$ cat src/rtl/instr_fetch_stage.sv
// rtl/instr_fetch_stage.sv - MIPS instruction fetch: PC, next-PC select, IF/ID register
// Optional misaligned-redirect flag: define IF_MISALIGN_CHECK_EN.
module instr_fetch_stage #(
  parameter int NUM_BITS_ADDR_BARRAMENTO = 32,
  parameter int NUM_BITS_MEM_PROG        = 32,
  parameter int NUM_BITS_ADDR_PROG       = 8,
  parameter logic [NUM_BITS_ADDR_BARRAMENTO-1:0] RESET_PC = 32'h0000_0000
) (
  input  logic                                clk,
  input  logic                                rst_n,
  input  logic                                stall,
  input  logic                                branch_taken,
  input  logic [NUM_BITS_ADDR_BARRAMENTO-1:0] branch_target,
  input  logic                                jump,
  input  logic [NUM_BITS_ADDR_BARRAMENTO-1:0] jump_target,
  output logic [NUM_BITS_ADDR_BARRAMENTO-1:0] imem_addr,
  input  logic [NUM_BITS_MEM_PROG-1:0]        imem_rd,
  output logic [NUM_BITS_ADDR_BARRAMENTO-1:0] pc,
  output logic [NUM_BITS_MEM_PROG-1:0]        if_id_instr,
  output logic [NUM_BITS_ADDR_BARRAMENTO-1:0] if_id_pc4,
  output logic                                if_id_valid,
  output logic                                misalign_err
);

  localparam int AW = NUM_BITS_ADDR_BARRAMENTO;
  localparam logic [63:0] SPAN_MASK = (64'd1 << (NUM_BITS_ADDR_PROG + 2)) - 64'd1;
  // Word-aligned addresses inside program memory; also gives the wrap on +4.
  localparam logic [AW-1:0] PC_MASK = AW'(SPAN_MASK) & ~AW'(3);
  localparam logic [AW-1:0] PC_STEP = AW'(4);

  logic          redirect;
  logic [AW-1:0] raw_target;
  logic [AW-1:0] seq_pc;

  always_comb begin
    redirect   = branch_taken | jump;
    raw_target = branch_taken ? branch_target : jump_target;
    seq_pc     = (pc + PC_STEP) & PC_MASK;
  end

  assign imem_addr = pc;

  always_ff @(posedge clk or negedge rst_n) begin
    if (!rst_n) begin
      pc          <= RESET_PC & PC_MASK;
      if_id_instr <= '0;
      if_id_pc4   <= '0;
      if_id_valid <= 1'b0;
    end else if (redirect) begin
      // Redirect beats stall so the flush is never lost.
      pc          <= raw_target & PC_MASK;
      if_id_instr <= '0;
      if_id_valid <= 1'b0;
    end else if (!stall) begin
      pc          <= seq_pc;
      if_id_instr <= imem_rd;
      if_id_pc4   <= seq_pc;
      if_id_valid <= 1'b1;
    end
  end

`ifdef IF_MISALIGN_CHECK_EN
  logic misalign_q;

  always_ff @(posedge clk or negedge rst_n) begin
    if (!rst_n) begin
      misalign_q <= 1'b0;
    end else if (redirect && (raw_target[1:0] != 2'b00)) begin
      misalign_q <= 1'b1;
    end
  end

  assign misalign_err = misalign_q;
`else
  assign misalign_err = 1'b0;
`endif

endmodule

$ cat config.mk
export PLATFORM = sky130hd
export DESIGN_NAME = instr_fetch_stage
export DESIGN_NICKNAME = d
export VERILOG_FILES = /design/src/rtl/instr_fetch_stage.sv
export SDC_FILE = /design/constraint.sdc
export NUM_CORES = 1
export LEC_CHECK = 0
export ABC_AREA = 1
export CAP_MARGIN = 10
export CORE_MARGIN = 4
export CORE_UTILIZATION = 25
export DETAILED_ROUTE_END_ITERATION = 10
export PLACE_DENSITY = 0.64
export RECOVER_POWER = 100
export SETUP_SLACK_MARGIN = 0.05
export SYNTH_ARGS = -nofsm -noshare
export SYNTH_HDL_FRONTEND = slang
export SYNTH_SLANG_ARGS = --single-unit
$ cat constraint.sdc
create_clock -name clk -period 1.06 [get_ports clk]
set_clock_uncertainty 0.1 [all_clocks]
set_input_delay 0.212 -clock clk [delete_from_list [all_inputs] [get_ports clk]]
set_output_delay 0.212 -clock clk [all_outputs]
set_load 0.01 [all_outputs]
# [Word level (Yosys, flattened, before mapping)]
# Cells that the tools add are included.
[totals] register_bits=73 out_inout_bits=130
[classes] addsub=1 n_eq_ne=1 n_mux=7 bitwise=3 reduce_logical=1
[op_table] cell="2-to-1 mux 32 bit" count=4
[op_table] cell="adder 10 x 3 -> 10 bit (second input constant)" count=1
[op_table] cell="2-to-1 mux 10 bit" count=1
[op_table] cell="2-to-1 mux 1 bit" count=2
[op_table] cell="!= test 2 x 1 -> 1 bit (second input constant)" count=1
[op_table] cell="inverter 1 bit" count=2
[op_table] cell="AND reduction 2 bit" count=1
[op_table] cell="OR 1 bit" count=1

# [Longest topological paths before layout]
# Gate-level depths: netlist of run 1.
[depth] word_depth=3 ltp_mapped=7 mapped_depth_nobuf=6

# [Worst setup path before layout of run 1]
# Ideal clock, no wire load.
[synth_path] path_type="register -> register" from="register pc[3], in the netlist imem_addr[3]" to="register if_id_pc4[6]" setup_ns=0.118 arrival_ns=1.043 required_time_ns=0.842 setup_slack_ns=-0.201 stages_incl_launch_ff=6 period_less_slack_ns=1.261 path_cell_list="dfrtp_1 ha_1 nand3_1 xnor2_1 nand2_1 nand2_1"
[synth_between] elab_chain_cells=1
[synth_rtl] item="start, declared" line_no="18" source="output logic [NUM_BITS_ADDR_BARRAMENTO-1:0] pc,"
[synth_rtl] item="start signal, assigned" line_no="45" source="pc <= RESET_PC & PC_MASK;"
[synth_rtl] item="start signal, assigned" line_no="51" source="pc <= raw_target & PC_MASK;"
[synth_rtl] item="start signal, assigned" line_no="55" source="pc <= seq_pc;"
[synth_rtl] item="adder 10 x 3 -> 10 bit" line_no="38" source="seq_pc = (pc + PC_STEP) & PC_MASK;"
[synth_rtl] item="end signal, assigned" line_no="57" source="if_id_pc4 <= seq_pc;"
[synth_rtl] item="end, declared" line_no="20" source="output logic [NUM_BITS_ADDR_BARRAMENTO-1:0] if_id_pc4,"
# No other way between the ends.
# A chain may end at the register's enable or synchronous reset.

# [Worst setup path in the final report of run 1]
[layout_path] from="register pc[2], in the netlist imem_addr[2]" to="register pc[4], in the netlist imem_addr[4]"
[layout_between] elab_chain_cells=3
[layout_rtl] item="adder 10 x 3 -> 10 bit" line_no="38"
[layout_rtl] item="2-to-1 mux 32 bit" line_no="54" source="end else if (!stall) begin"
[layout_rtl] item="2-to-1 mux 32 bit" line_no="49" source="end else if (redirect) begin"
# No other way between the ends. The select of a mux whose other input is x is not followed.

==> results of run 1 <==
## placed cells by master, fill, tap and decap left out
| master | instances |
|---|---|
| dlygate4sd3_1 | 1 |
| a21oi_2 | 5 |
| nand4_1 | 2 |
| o21bai_1 | 2 |
| inv_2 | 1 |
| nand3_4 | 1 |
| buf_12 | 5 |
| nand4_2 | 1 |
| dfrtp_2 | 6 |
| ha_4 | 1 |
| nand3_1 | 4 |
| buf_4 | 39 |
| nor2_8 | 1 |
| nor2_2 | 1 |
| buf_16 | 2 |
| buf_2 | 40 |
| buf_6 | 27 |
| inv_1 | 5 |
| nand2_2 | 6 |
| nand2_1 | 147 |
| clkbuf_8 | 6 |
| nor2_1 | 3 |
| clkbuf_1 | 1 |
| xor2_1 | 1 |
| clkdlybuf4s50_1 | 48 |
| xnor2_1 | 1 |
| conb_1 | 73 |
| clkbuf_2 | 2 |
| clkbuf_4 | 2 |
| clkinvlp_4 | 1 |
| nor2_4 | 3 |
| inv_4 | 1 |
| dfrtp_1 | 43 |
| nand3_2 | 3 |
| nand2_4 | 2 |
| bufinv_16 | 1 |
## stage by stage
step	instances	instance area (µm²)	util, %	hold slack, ns
final	628	4180	38.4	0.142
after global routing	628	4180	38.4	0.173
after CTS	616	4100	37.6	0.235
after detailed placement	587	3910	35.9	0.132
after global placement	587	3910	35.9	0.132
after floorplan	403	3100	-	-0.184
## worst register-to-register path, stage by stage, from the launching register on
cell and delay, ns:
dfrtp_2 0.44, buf_6 0.13, ha_4 0.17, xor2_1 0.14, nand2_1 0.10, nand4_2 0.08
## logic make-up (layout without fill, tap and decap cells)
family	after synthesis	in the layout	synth area share [%]
flops	49	49	43.9
simple gates	174	174	26.4
xor+xnor	2	2	0.628
fa+ha+maj	1	1	0.448
other cells	1	73	0.134
compound gates	7	7	2.11
buf+inv	97	182	26.4
## sequential cells by signal (all words and copies together), names as in the netlist
name	cells
imem_addr	8
if_id_pc4	8
if_id_valid	1
if_id_instr	32
## layer usage
metal  share of wire [%]  vias to the layer above  GRT usage, %
met5                   0                        -             0
met4                0.78                        0          2.40
met3                 8.7                        7          3.55
met2                  49                      102          20.5
met1                  41                     1110          14.0
li1                    -                     1171             -
## worst max-delay path by stage
| stage | start | end | cells after the start | slack [ns] |
|---|---|---|---|---|
| final | imem_addr[2]$_DFFE_PN0P_ | imem_addr[4]$_DFFE_PN0P_ | 5 | -0.21 |
| after global routing | imem_addr[3]$_DFFE_PN0P_ | imem_addr[4]$_DFFE_PN0P_ | 5 | -0.26 |
| after CTS | imem_addr[2]$_DFFE_PN0P_ | imem_addr[8]$_DFFE_PN0P_ | 6 | -0.22 |
| after detailed placement | branch_taken | imem_addr[7]$_DFFE_PN0P_ | 8 | -0.53 |
| after global placement | branch_taken | imem_addr[7]$_DFFE_PN0P_ | 8 | -0.52 |
| after floorplan | imem_addr[3]$_DFFE_PN0P_ | imem_addr[4]$_DFFE_PN0P_ | 4 | -0.08 |
## cell type report
type / count / area (µm²) / share of cell area, %
timing repair buffer: 167 / 1470 / 35.2
multi-input combinational: 257 / 1150 / 27.5
sequential: 49 / 1230 / 29.5
clock inverter: 2 / 37.5 / 0.898
inverter: 7 / 28.8 / 0.688
clock buffer: 6 / 82.6 / 1.98
tap: 140 / 175 / 4.19
## synthesized netlist by cell type
cell type,number
buf_12,1
inv_4,1
nor2_1,5
buf_6,5
nor2_8,2
nand2_1,151
nand2_2,3
xnor2_1,1
inv_1,4
buf_4,84
o21bai_1,2
nand2_8,1
inv_2,2
dfrtp_1,49
nor2_2,1
ha_1,1
conb_1,1
xor2_1,1
nand4_1,2
a21oi_2,5
nand4_2,1
nand3_1,8
## power by group
part           switching [W]  total (W)  internal, W
Clock               0.000675    0.00144     0.000769
Sequential          0.000108    0.00211      0.00200
Combinational       0.000644    0.00136     0.000720
## timing repair
item,CTS,global route
buffers inserted,17,12
gates resized for setup,264,15
endpoints found under the setup margin,105,87
pin swaps,7,6
hold buffers,1,0
cloned,3,0
hold endpoints to repair,49,0
==> metrics, run 1 <==
outcome=finished, violations left; violated checks=setup timing; Avg Inst Size Synth=8.43 µm²; hpwl dp=5.58 mm; initial antenna violation count=0; total gr overflow=0; routed length per instance=12.5 µm; CTS H-tree lvls=2; R2R Setup Slk=-0.21 ns; Buffers on Ports=109; Hold Startpoint=stall; Total Power=0.00492 W; root buf cell=clkbuf_8; die footprint=12,900 µm²; Hold Path End=if_id_valid$_DFFE_PN0P_; Die W=114 µm; Buffers & Inverters on Critical Path=1; period utilisation layout=120%; sequential area share after synthesis=43.9%; r2r startpoint=imem_addr[2]$_DFFE_PN0P_; Netlist cell types=22; Post-Route Setup TNS=-8.23 ns; drt via density=3.81; Vert. Die Dim=114 µm; worst-path cell chain=buf_6, ha_4, xor2_1, nand2_1, nand4_2; Cell Rows=38; Power Dens Cells=1180 nW/µm²; P_leak=2.32 nW; final count of hold timing violations=0; fin crit period=1.27 ns; Warnings, synthesis=0; Initial Util=25.6%; Reg2Reg Capture Point=imem_addr[4]$_DFFE_PN0P_; Bufs on Longest Clock Path=2; RSZ-0062 raised after global routing=yes; vias in the first global route=2,396; DR vias=2,390; Finish-stage setup viols=87; Yosys top cell area share=43.9%; Final #Nets=589; Hold Path Cell Cnt=4; crit-path max FO=4; critical path arrival=1.37 ns; Worst Slack Setup Final=-0.214 ns; Slowest cell on crit path=dfrtp_2; CP Capture Type=register; TritonCTS clock tree=built; first-pass GRT wire length=12.0 mm; critical path's largest stage delay=0.44 ns; cell count after synthesis=331; Worst-path clk slew=0.10 ns; GR Util All Layers=11.6%; share of cells above drive strength 1=32.2%; fmax=0.785 GHz; Yosys top cell by area=dfrtp_1; kind of critical path=register to register; Synth Cell Area=2790 µm²; worst reg-to-reg path cell count=5; core area=10,900 µm²; # Max-Cap Violations=0; Initial DRT Pass Iterations=4; Clock Sinks=49; total CTS buffers=5; Syn-to-layout area delta=49.8%; Yosys reg bits=49; VDD IR-drop max=0.513 mV; clock latency on the worst-skew pair=0.30 ns; post-route ant nets=0; critical path launch point type=register; First DRT Iteration DRCs=69; post-place setup slack=-0.532 ns; I/O pin count=231; Filler cells=1,122; critical path's top delay family=flip-flops; synth top area cells=dfrtp_1 44%, buf_4 23%, nand2_1 20%; Pins Over Slew Limit=0; Inserted Diodes=0; WL final=7.87 mm; worst hold-check path type=primary input to register; DR DRC count=0; Req. time, crit path=1.15 ns; largest net degree at the start of global routing=50; RePlAce Congestion=0.812
(Power assumes the default switching activity.)
==> run 2, diff against run 1 <==
--- a/config.mk
+++ b/config.mk
@@ -5,7 +5,6 @@
 export SDC_FILE = /design/constraint.sdc
 export NUM_CORES = 1
 export LEC_CHECK = 0
-export ABC_AREA = 1
 export CAP_MARGIN = 10
 export CORE_MARGIN = 4
 export CORE_UTILIZATION = 25
==> run 2 against run 1 <==
Against the previous run: the run still ends with setup timing left; combinational power increased by 24%; first-iteration DRC count decreased by 45%; routed wire length decreased by 0.56%; flip-flop and latch count unchanged; register-to-register slack got worse by 0.17 ns; hold slack improved by 0.14 ns; count of clock-buffer cells in the layout increased by 1; via count decreased by 2.3%; core utilization increased by 3.1 points; critical path depth decreased by 1; power increased by 14%; clock power increased by 27%.
==> metrics, run 2 <==
outcome=finished, violations left; violated checks=setup timing; fin crit period=1.44 ns; root buf cell=clkbuf_16; Inserted Diodes=0; Finish-stage setup viols=73; VDD IR-drop max=0.668 mV; Worst-path clk slew=0.07 ns; First DRT Iteration DRCs=38; Yosys top cell area share=43.3%; EDFF count, synth=0; kind of critical path=register to register; ys flop type=dfrtp_1; vias in the first global route=2,214; Syn-to-layout area delta=60.8%; core area=11,000 µm²; Cell Rows=38; r2r startpoint=imem_addr[5]$_DFFE_PN0P_; P_leak=2.35 nW; DR vias=2,334; R2R Setup Slk=-0.38 ns; Final #Nets=560; CTS H-tree lvls=2; Final Cell Area=4550 µm²; critical path arrival=1.51 ns; Most flops, register=if_id_instr; total CTS buffers=5; period utilisation layout=136%; post-synthesis async set-or-reset flop share=100%; clock latency on the worst-skew pair=0.28 ns; most frequent cells in the layout=73 x conb_1, 54 x buf_4, 48 x clkdlybuf4s50_1, 45 x dfrtp_1, 40 x buf_2; WL final=7.83 mm; worst hold-check path type=primary input to register; Non-Filler Instances=599; I/O pin count=231; switching power=0.00151 W; register share of total power=37.3%; Initial DRT Pass Iterations=3; Hold Path Cell Cnt=3; largest net degree at the start of global routing=50; Yosys reg bits=49; initial antenna violation count=0; post-layout util=41.5%; Reg2Reg Capture Point=if_id_pc4[8]$_DFFE_PN0P_; Synth Cell Area=2830 µm²; Avg Inst Size Synth=9.80 µm²; Warnings, synthesis=0; Die W=114 µm; RePlAce Congestion=0.820; post-place setup slack=-0.659 ns; Yosys top cell by area=dfrtp_1; Hold Path End=imem_addr[6]$_DFFE_PN0P_; hpwl dp=5.54 mm; drt via density=3.90; TritonCTS clock tree=built; Power Dens Cells=1240 nW/µm²; total gr overflow=0; Netlist cell types=34; sw frac=26.8%; crit-path max FO=5; fmax=0.693 GHz; commonest non-fill, non-tap cell in the layout=conb_1; post-route ant nets=0; routed length per instance=13.1 µm; cell count after placement=553; Largest register FFs=32; most frequent cell after synthesis=buf_4; CP Capture Type=register; RSZ-0062 raised after global routing=yes; final count of hold timing violations=0; Clock Sinks=49; Worst Slack Setup Final=-0.383 ns; share of cells above drive strength 1=38.1%; die footprint=13,100 µm²; first-pass GRT wire length=11.1 mm; GR Util All Layers=10.6%; cell count after synthesis=289; Post-synth top cells=84 x buf_4, 49 x dfrtp_1, 38 x nor2_1, 33 x mux2i_1, 22 x nand2_1; combinational power share=30.1%; Pins Over Slew Limit=0; Initial Util=25.8%; Clk pwr share=32.6%; DR DRC count=0; Pint=0.00412 W; Post-Route Setup TNS=-9.48 ns; worst reg-to-reg path cell count=4; Placed Area=4030 µm²; # Max-Cap Violations=0; synth top area cells=dfrtp_1 43%, buf_4 22%, mux2i_1 12%; Vert. Die Dim=114 µm; Hold Startpoint=branch_taken; critical path launch point type=register; Req. time, crit path=1.13 ns; Bufs on Longest Clock Path=2; Buffers on Ports=109; sequential area share after synthesis=43.3%
-- run 2: how the worst max path moves through the flow --
stage                        startpoint                        to  slack [ns]  cells after the start
2_1_floorplan  imem_addr[4]$_DFFE_PN0P_  imem_addr[9]$_DFFE_PN0P_       -0.40                      5
5_1_grt        imem_addr[5]$_DFFE_PN0P_  if_id_pc4[8]$_DFFE_PN0P_       -0.42                      4
6_report       imem_addr[5]$_DFFE_PN0P_  if_id_pc4[8]$_DFFE_PN0P_       -0.38                      4
3_3_place_gp               branch_taken  if_id_pc4[9]$_DFFE_PN0P_       -0.62                      5
3_5_place_dp               branch_taken  imem_addr[8]$_DFFE_PN0P_       -0.66                      5
4_1_cts        imem_addr[5]$_DFFE_PN0P_  imem_addr[9]$_DFFE_PN0P_       -0.41                      5
-- run 2: power by group through the flow --
| stage | clock [W] | sequential [W] | combinational [W] |
|---|---|---|---|
| after floorplan | 0 | 0.00220 | 0.000756 |
| after global placement | 0 | 0.00215 | 0.00136 |
| after detailed placement | 0 | 0.00216 | 0.00138 |
| after CTS | 0.00190 | 0.00210 | 0.00157 |
| final | 0.00183 | 0.00210 | 0.00169 |
| after global routing | 0.00198 | 0.00212 | 0.00182 |
-- run 2: what timing repair did --
action                                  4_1_cts  5_1_grt
cloned                                        1        0
hold endpoints to repair                     49        0
endpoints found under the setup margin      106       76
gates resized for setup                     286       27
pin swaps                                    16       11
hold buffers                                  1        0
buffers inserted                             25       17
-- run 2: per-layer routing --
| layer | up-vias | track usage, % | wire [µm] |
|---|---|---|---|
| met3 | 14 | 2.22 | 643 |
| li1 | 1119 | - | - |
| met1 | 1094 | 13.3 | 3080 |
| met5 | - | 0 | 0 |
| met2 | 107 | 18.1 | 3930 |
| met4 | 0 | 3.48 | 169 |
-- run 2: worst max-delay path, cell delays in order (launching register included) --
cell     delay [ns]
dfrtp_1        0.39
buf_4          0.19
and3_2         0.24
nand3_4        0.09
a221o_1        0.32
-- run 2: logic make-up after synthesis --
kind of cell / count (synthesis) / share of synthesized area, %
AO/OA/AOI/OAI: 22 / 4.68
buffers and inverters: 97 / 24.7
flip-flops: 49 / 43.3
other: 1 / 0.132
multiplexers: 34 / 12.1
AND/OR/NAND/NOR: 77 / 12.2
adder cells (fa/ha/maj): 1 / 0.442
XOR/XNOR: 8 / 2.47
-- run 2: stage by stage --
step | hold slack (ns) | total power [W]
6_report | 0.282 | 0.00563
5_1_grt | 0.303 | 0.00593
4_1_cts | 0.282 | 0.00557
3_5_place_dp | 0.128 | 0.00354
3_3_place_gp | 0.124 | 0.00351
2_1_floorplan | -0.184 | 0.00296
-- run 2: layout make-up --
| cell class | instances | area, µm² |
|---|---|---|
| clock inverters | 1 | 30.0 |
| fillers | 1098 | 6430 |
| repair buffers | 186 | 1610 |
| flip-flops and latches | 49 | 1230 |
| multi-input cells | 215 | 1360 |
| clock buffers | 7 | 143 |
| inverters | 1 | 3.75 |
| well taps | 140 | 175 |
==> run 3, diff against run 2 <==
--- a/config.mk
+++ b/config.mk
@@ -9,8 +9,9 @@
 export CORE_MARGIN = 4
 export CORE_UTILIZATION = 25
 export DETAILED_ROUTE_END_ITERATION = 10
-export PLACE_DENSITY = 0.64
-export RECOVER_POWER = 100
+export DONT_BUFFER_PORTS = 1
+export PLACE_DENSITY = 0.37
+export RECOVER_POWER = 25
 export SETUP_SLACK_MARGIN = 0.05
 export SYNTH_ARGS = -nofsm -noshare
 export SYNTH_HDL_FRONTEND = slang
==> run 3 against run 2 <==
Against the previous run: the flow finishes with violations (hold timing, setup timing); count of clock-buffer cells in the layout decreased by 1; maximum frequency increased by 4.7%; global-route usage decreased by 0.60 points; hold slack got worse by 0.77 ns; critical path depth increased by 1; sequential power increased by 3%; setup slack improved by 0.064 ns; sequential share of layout area increased by 8.3 points; cell area decreased by 23%; register-to-register slack improved by 0.06 ns; largest cell class is now multi-input gates.
==> metrics, run 3 (synthesis gave the netlist of run 2 again) <==
Finish-stage setup viols=31; largest net degree at the start of global routing=50; worst-path cell chain=buf_6, buf_8, xor2_1, o21ai_1, mux2_2; Cell Rows=38; worst hold slack=-0.485 ns; vias in the first global route=1,925; most frequent cells in the layout=73 x conb_1, 45 x dfrtp_1, 35 x nor2_1, 33 x mux2i_1, 26 x dlygate4sd3_1; Total Power=0.00496 W; post-place setup slack=-0.332 ns; Most flops, register=if_id_instr; period utilisation layout=130%; Pins Over Slew Limit=0; WL final=6.77 mm; commonest non-fill, non-tap cell in the layout=conb_1; initial antenna violation count=0; number of hold buffers added after CTS=27; Inserted Diodes=0; Bufs on Longest Clock Path=2; Post-Route Setup TNS=-5.33 ns; GR Util All Layers=9.99%; final count of hold timing violations=55; critical path arrival=1.45 ns; Sequential cell area=1230 µm²; kind of critical path=register to register; Vert. Die Dim=114 µm; drt via density=3.96; Buffers on Ports=0; Buffers & Inverters on Critical Path=2; core area=11,000 µm²; Initial Util=25.8%; Final #Nets=432; Filler cells=1,149; Slowest cell on crit path=dfrtp_2; critical path's top delay family=flip-flops; die footprint=13,100 µm²; crit-path max FO=4; total CTS buffers=5; Power Dens Cells=1420 nW/µm²; root buf cell=clkbuf_16; Syn-to-layout area delta=23.1%; share of cells above drive strength 1=19.9%; fin crit period=1.38 ns; VDD IR-drop max=0.595 mV; total gr overflow=0; First DRT Iteration DRCs=85; Initial DRT Pass Iterations=3; I/O pin count=231; critical path launch point type=register; Worst-path clk slew=0.07 ns; violated checks=hold timing, setup timing; TritonCTS clock tree=built; critical path's largest stage delay=0.45 ns; Largest register FFs=32; multi-input logic area=1320 µm²; Die W=114 µm; clock latency on the worst-skew pair=0.28 ns; worst hold-check path type=primary input to asynchronous set/reset pin; Clock Sinks=49; # Max-Cap Violations=0; CTS H-tree lvls=2; P_leak=1.69 nW; Worst Slack Setup Final=-0.319 ns; RSZ-0062 raised after global routing=yes; CP Capture Type=register; routed length per instance=14.4 µm; hpwl dp=4.72 mm; DR DRC count=0; Req. time, crit path=1.13 ns; first-pass GRT wire length=10.2 mm; RePlAce Congestion=0.705; outcome=finished, violations left; DR vias=1,867; post-route ant nets=0; fmax=0.725 GHz
==> run 3: cell count changes in the layout (fill, tap and decap cells not counted), moves of 2 or more <==
cell             change
dlygate4sd3_1       +25
buf_4               -41
clkdlybuf4s50_1     -48
buf_2               -40
buf_12               -2
buf_6               -21
mux2i_1              +2
nand2_1              +2
==> run 3: worst register-to-register path, cell delays in order, from the launching register on <==
cell	delay (ns)
dfrtp_2	0.45
buf_6	0.13
buf_8	0.12
xor2_1	0.13
o21ai_1	0.07
mux2_2	0.26
==> run 3: layout make-up <==
type / count / share of cell area [%]
multi-input combinational: 215 / 37.8
sequential: 49 / 35.3
timing repair buffer: 58 / 16.7
tap: 140 / 5.03
clock buffer: 6 / 3.98
clock inverter: 2 / 1.08
inverter: 1 / 0.108
==> run 3: metrics by stage <==
stage	area [µm²]	hold slack, ns	utilization, %	std cells
6_report	3490	-0.485	31.7	471
5_1_grt	3490	-0.505	31.7	471
3_3_place_gp	2790	-0.181	25.4	428
4_1_cts	3420	-0.496	31.1	468
3_5_place_dp	2790	-0.181	25.4	428
2_1_floorplan	3210	-0.184	-	361
==> run 3: path summary, 6_finish.rpt <==
path	startpoint	to	slack [ns]	depth (start not counted)
setup / recovery	imem_addr[2]$_DFFE_PN0P_	imem_addr[2]$_DFFE_PN0P_	-0.32	5
hold / removal	rst_n	if_id_instr[8]$_DFFE_PN0P_	-0.48	0
setup reg to reg	imem_addr[2]$_DFFE_PN0P_	imem_addr[2]$_DFFE_PN0P_	-0.32	5
hold reg to reg	if_id_pc4[7]$_DFFE_PN0P_	if_id_pc4[7]$_DFFE_PN0P_	0.47	2
max in group asynchronous	rst_n	if_id_pc4[2]$_DFFE_PN0P_	1.24	0
min in group clk	branch_taken	imem_addr[4]$_DFFE_PN0P_	-0.09	1
==> run 3: where the power goes <==
group          internal (W)  switching, W  leakage [nW]
combinational      0.000450      0.000445         0.962
sequential          0.00201      0.000165         0.644
clock               0.00118      0.000716        0.0831
==> run 3: timing repair <==
item,4_1_cts,5_1_grt
setup endpoints to repair,72,73
buffers inserted,5,4
gates resized for setup,36,11
pin swaps,8,7
endpoints found under the hold margin,80,55
==> run 3: routing by layer <==
layer,share of wire (%),wire [µm],global-route usage [%]
met1,41,2770,12.7
met2,47,3210,16.2
met3,10,676,2.70
met4,1.6,110,3.72
met5,0,0,0
